===== config.mk =====
export PLATFORM = sky130hd
export DESIGN_NAME = instruction_fetch_stage
export DESIGN_NICKNAME = d
export VERILOG_FILES = /design/src/rtl/mips_pkg.sv /design/src/rtl/if_id_reg.sv /design/src/rtl/instruction_fetch_stage.sv
export SDC_FILE = /design/constraint.sdc
export NUM_CORES = 1
export LEC_CHECK = 0
export CAP_MARGIN = 20
export CELL_PAD_IN_SITES_DETAIL_PLACEMENT = 1
export CELL_PAD_IN_SITES_GLOBAL_PLACEMENT = 1
export CORE_ASPECT_RATIO = 1.25
export CORE_MARGIN = 5
export CORE_UTILIZATION = 46
export CTS_BUF_LIST = sky130_fd_sc_hd__clkbuf_16
export DETAILED_ROUTE_END_ITERATION = 12
export DONT_BUFFER_PORTS = 1
export GPL_TIMING_DRIVEN = 0
export PLACE_DENSITY_LB_ADDON = 0.1
export SYNTH_ARGS = -nofsm -noshare
export SYNTH_HDL_FRONTEND = slang
export SYNTH_SLANG_ARGS = --single-unit

===== constraint.sdc =====
create_clock -name clk -period 2.8 [get_ports clk]
set_clock_uncertainty 0.1 [all_clocks]
set_input_delay 0.56 -clock clk [delete_from_list [all_inputs] [get_ports clk]]
set_output_delay 0.56 -clock clk [all_outputs]
set_load 0.02 [all_outputs]

===== src/rtl/mips_pkg.sv =====
// rtl/mips_pkg.sv - shared widths and constants for the MIPS pipeline
package mips_pkg;
    localparam int INSTR_W = 32;
    localparam int ADDR_W  = 32;
    localparam logic [INSTR_W-1:0] NOP_INSTR        = 32'h0000_0000;
    localparam logic [ADDR_W-1:0]  DEFAULT_RESET_PC = 32'h0000_0000;
endpackage


===== src/rtl/if_id_reg.sv =====
// rtl/if_id_reg.sv - IF/ID pipeline register with flush-over-stall priority
module if_id_reg
    import mips_pkg::*;
(
    input  logic               clk,
    input  logic               rst_n,
    input  logic               flush,
    input  logic               stall,
    input  logic [INSTR_W-1:0] instr_d,
    input  logic [ADDR_W-1:0]  pc_plus4_d,
    input  logic               valid_d,
    output logic [INSTR_W-1:0] instr_q,
    output logic [ADDR_W-1:0]  pc_plus4_q,
    output logic               valid_q
);

    always_ff @(posedge clk or negedge rst_n) begin
        if (!rst_n) begin
            instr_q    <= NOP_INSTR;
            pc_plus4_q <= '0;
            valid_q    <= 1'b0;
        end else if (flush) begin
            // a squashed slot still tracks pc_plus4 so the link/base stays coherent
            instr_q    <= NOP_INSTR;
            pc_plus4_q <= pc_plus4_d;
            valid_q    <= 1'b0;
        end else if (!stall) begin
            instr_q    <= instr_d;
            pc_plus4_q <= pc_plus4_d;
            valid_q    <= valid_d;
        end
    end

endmodule


===== src/rtl/instruction_fetch_stage.sv =====
// rtl/instruction_fetch_stage.sv - PC register, next-PC selection and fetch fault detection
module instruction_fetch_stage
    import mips_pkg::*;
#(
    parameter logic [ADDR_W-1:0] RESET_PC   = DEFAULT_RESET_PC,
    parameter int                IMEM_DEPTH = 100
) (
    input  logic               clk,
    input  logic               rst_n,
    input  logic               stall_i,
    input  logic               flush_i,
    input  logic               branch_taken_i,
    input  logic [ADDR_W-1:0]  branch_target_i,
    input  logic               jump_i,
    input  logic [ADDR_W-1:0]  jump_target_i,
    input  logic [INSTR_W-1:0] imem_instr_i,
    output logic [ADDR_W-1:0]  imem_pc_o,
    output logic [INSTR_W-1:0] if_id_instr_o,
    output logic [ADDR_W-1:0]  if_id_pc_plus4_o,
    output logic               if_id_valid_o,
    output logic               fetch_fault_o
);

    logic [ADDR_W-1:0]  pc_q;
    logic [ADDR_W-1:0]  pc_d;
    logic [ADDR_W-1:0]  pc_plus4;
    logic [ADDR_W-1:0]  word_idx;
    logic               fault_now;
    logic               fault_q;
    logic [INSTR_W-1:0] fetched_instr;

    assign imem_pc_o = pc_q;
    assign pc_plus4  = pc_q + 32'd4;
    assign word_idx  = {2'b00, pc_q[ADDR_W-1:2]};
    assign fault_now = (pc_q[1:0] != 2'b00) || (word_idx >= 32'(IMEM_DEPTH));
    assign fetched_instr = fault_now ? NOP_INSTR : imem_instr_i;

    // branch is from the older instruction, so it beats jump; any redirect beats stall
    always_comb begin
        pc_d = pc_plus4;
        if (branch_taken_i)
            pc_d = branch_target_i;
        else if (jump_i)
            pc_d = jump_target_i;
        else if (stall_i)
            pc_d = pc_q;
    end

    always_ff @(posedge clk or negedge rst_n) begin
        if (!rst_n)
            pc_q <= RESET_PC;
        else
            pc_q <= pc_d;
    end

    always_ff @(posedge clk or negedge rst_n) begin
        if (!rst_n)
            fault_q <= 1'b0;
        else if (fault_now && !stall_i && !flush_i)
            fault_q <= 1'b1;
    end

    assign fetch_fault_o = fault_q;

    if_id_reg u_if_id_reg (
        .clk        (clk),
        .rst_n      (rst_n),
        .flush      (flush_i),
        .stall      (stall_i),
        .instr_d    (fetched_instr),
        .pc_plus4_d (pc_plus4),
        .valid_d    (~fault_now),
        .instr_q    (if_id_instr_o),
        .pc_plus4_q (if_id_pc_plus4_o),
        .valid_q    (if_id_valid_o)
    );

endmodule


==> flow_metrics.py <==
metrics = {
    "global_route": {
        "grtUsageMet2_pct": 44.0,
        "grt_pass1_vias": 4617,
        "grt_max_degree": 99,
        "use_met3_pct": 9.06,
        "overflow": 0,
        "grt_pass1_wl_um": 26000,
        "antenna_found_initial": 0,
        "use_met1_pct": 30.3,
        "grt_usage_pct": 26.2,
        "busiest_layer": "met2",
    },
    "die": {
        "fp.coreArea_mm2": 0.0106,
        "die-area_mm2": 0.0131,
        "rows": 42,
        "die_y_um": 127,
        "io_pins": 200,
        "die_x_um": 103,
        "initial_core_util_pct": 47.1,
    },
    "timing": {
        "fin_ws_ps": 200,
        "max_freq_mhz": 385,
        "fin_crit_ps": 2600,
        "worst_pin_slew_ps": 852,
        "setup_viol": 0,
        "rsz0062_at_grt": "no",
        "max_slew_margin_pct": 43.0,
        "period_share_pct": 92.9,
        "hold_viol": 98,
        "fin_tns_setup_ps": 0,
        "maxSlewViolCount": 0,
        "hold_ws_ps": -201,
    },
    "synth": {
        "syn_inst": 527,
        "syn_avg_cell_area_um2": 9.49,
        "syn_area_mm2": 0.00500,
        "synthesis.nets": 631,
        "synth-edff-count": 0,
        "synth_top_cell_by_area": "dfrtp_1",
        "yosys_warnings": 0,
        "synthFlopType": "dfrtp_1",
        "synth_commonest_cells": "dfrtp_1 (98), nand2_1 (58), nor2_1 (41)",
        "synth_top_cell_area_share_pct": 49.0,
        "synth.most_common_cell": "dfrtp_1",
        "ys_seq_area_share_pct": 49.0,
        "synth_cell_types": 58,
        "yosys_register_bits": 98,
        "async_reset_ff_share_pct": 100,
        "synth_area_leaders": "dfrtp_1 (49%), a22o_1 (6.0%), nand2_1 (4.4%)",
    },
    "finish": {
        "final_util_pct": 51.7,
        "diodes": 0,
        "drive_above_1_share_pct": 8.44,
        "area_growth_pct": 9.78,
        "final.fill_count": 1244,
        "finalInstanceArea_mm2": 0.00549,
        "final_nets": 644,
    },
    "clock_tree": {
        "cts_root_buffer": "clkbuf_16",
        "h-tree-depth": 3,
        "clk_path_buf_depth": 2,
        "cts_tree": "built",
        "clk_pin_slew_worst_paths_ps": 70,
        "cts_made_buffers": 9,
        "cts_sinks": 98,
        "clk_latency_ps": 350,
    },
    "pwr": {
        "p_total_mw": 3.47,
        "internal_power_mw": 2.38,
        "ir_drop_uv": 312,
        "power.density_mw_per_mm2": 632,
        "p_leak_nw": 2.38,
        "combPwrFrac_pct": 11.8,
        "clkPwrFrac_pct": 36.1,
        "switching_share_pct": 31.5,
        "pwr-share-seq_pct": 52.1,
        "power.switching_mw": 1.10,
    },
    "place": {
        "portBuffers": 0,
        "dpl_cell_area_mm2": 0.00517,
        "place_hpwl_um": 13100,
        "dp_worst_setup_slack_ps": 37.5,
        "place.gp.congestion": 0.901,
    },
    "route": {
        "ant_nets": 0,
        "drc_errors": 0,
        "finalWirelength_um": 17400,
        "vias_per_cell": 6.19,
        "first_pass_iters": 4,
        "vias": 4188,
        "wl_per_cell_um": 25.8,
        "initialDrtViolationCount": 227,
    },
    "status": {
        "violations": "hold timing",
        "outcome": "finished with violations",
    },
    "hold_path": {
        "hold_path_class": "primary input to asynchronous set/reset pin",
    },
    "worst_setup_path": {
        "critical_path_class": "flip-flop to flip-flop",
        "crit_required_ps": 2930,
        "cp_max_fo": 10,
        "end_kind": "flip-flop",
        "worstPathArrival_ps": 2730,
        "critPathLaunchType": "flip-flop",
    },
    "job": {
        "max_cap_viol_count": 0,
    },
}
-- metrics by stage --
stage               hold slack [ps]  cells
detailed placement              167    659
floorplan                       164    527
global route                   -216    677
finish                         -201    677
CTS                            -209    675
global placement                167    659
-- cell usage in the layout (no fill, tap or decap), drive strengths merged, types with 5 or more instances in the layout --
master  synthesis  routed
dfrtp          98      98
nand2          58      58
nor2           41      41
o21ai          41      41
a21oi          35      35
clkbuf         26      35
a22o           34      34
xor2           19      19
buf            17      19
inv            14      18
nand3          17      17
xnor2          17      17
nand4          12      12
nor3           12      12
and3           10      10
nor4            7       7
mux2i           7       7
or3             6       6
o22ai           5       5
-- final timing paths --
| kind | from | endpoint | slack (ps) | cells after the start |
|---|---|---|---|---|
| max in group asynchronous | rst_n | imem_pc_o[29] | 2660 | 0 |
| hold / removal | rst_n | u_if_id_reg.instr_q[25] | -200 | 0 |
| setup reg to reg | imem_pc_o[9] | imem_pc_o[17] | 200 | 6 |
| setup / recovery | imem_pc_o[9] | imem_pc_o[17] | 200 | 6 |
| min in group clk | branch_target_i[2] | imem_pc_o[2] | 230 | 1 |
| hold reg to reg | imem_pc_o[1] | u_if_id_reg.pc_plus4_q[1] | 470 | 2 |
-- power groups by stage --
stage | clock network (mW) | logic [mW] | registers [mW]
after global placement | 0 | 0.388 | 1.83
after CTS | 1.28 | 0.408 | 1.81
after floorplan | 0 | 0.307 | 1.78
final | 1.25 | 0.409 | 1.81
after detailed placement | 0 | 0.404 | 1.84
after global routing | 1.34 | 0.454 | 1.83
-- worst max-delay path: stages (launching register included) --
cell and delay [ps]:
dfrtp_1 650, nand4_1 340, nor3_2 390, buf_2 340, nand3_1 140, xor2_1 190
o32ai_1 330
-- logic make-up after synthesis --
kind of cell               after synthesis  share of synthesized area (%)
xor gates and xnor gates                36                           6.30
and+or+nand+nor                        177                           17.5
DFF                                     98                           49.0
AOI/OAI and AO/OA                      150                           20.0
adders and majority gates                2                          0.500
buffers and inverters                   57                           5.33
muxes                                    7                           1.40
-- what timing repair did --
action	CTS	global route
endpoints found under the setup margin	0	54
gates resized for setup	0	4
hold endpoints to repair	98	98
setup buffers	0	2
-- state kept, by name, indices dropped and copies added, names as in the netlist --
| name | cells |
|---|---|
| u_if_id_reg.valid_q | 1 |
| fetch_fault_o | 1 |
| u_if_id_reg.pc_plus4_q | 32 |
| imem_pc_o | 32 |
| u_if_id_reg.instr_q | 32 |
-- cell type report --
class	instances	area, um^2	area share [%]
Buffer	43	214	3.90
Clock buffer	9	225	4.10
Clock inverter	7	68.8	1.25
Inverter	14	52.6	0.957
Multi-Input combinational cell	372	2300	41.8
Sequential cell	98	2450	44.7
Tap cell	132	165	3.01
Timing Repair Buffer	2	15.0	0.273
-- metal layers --
layer | part of all wire, % | wire length (um)
met5 | 0 | 0
met4 | 2.3 | 410
met3 | 11 | 1860
met2 | 50 | 8690
met1 | 37 | 6490
(Power assumes the default switching activity.)
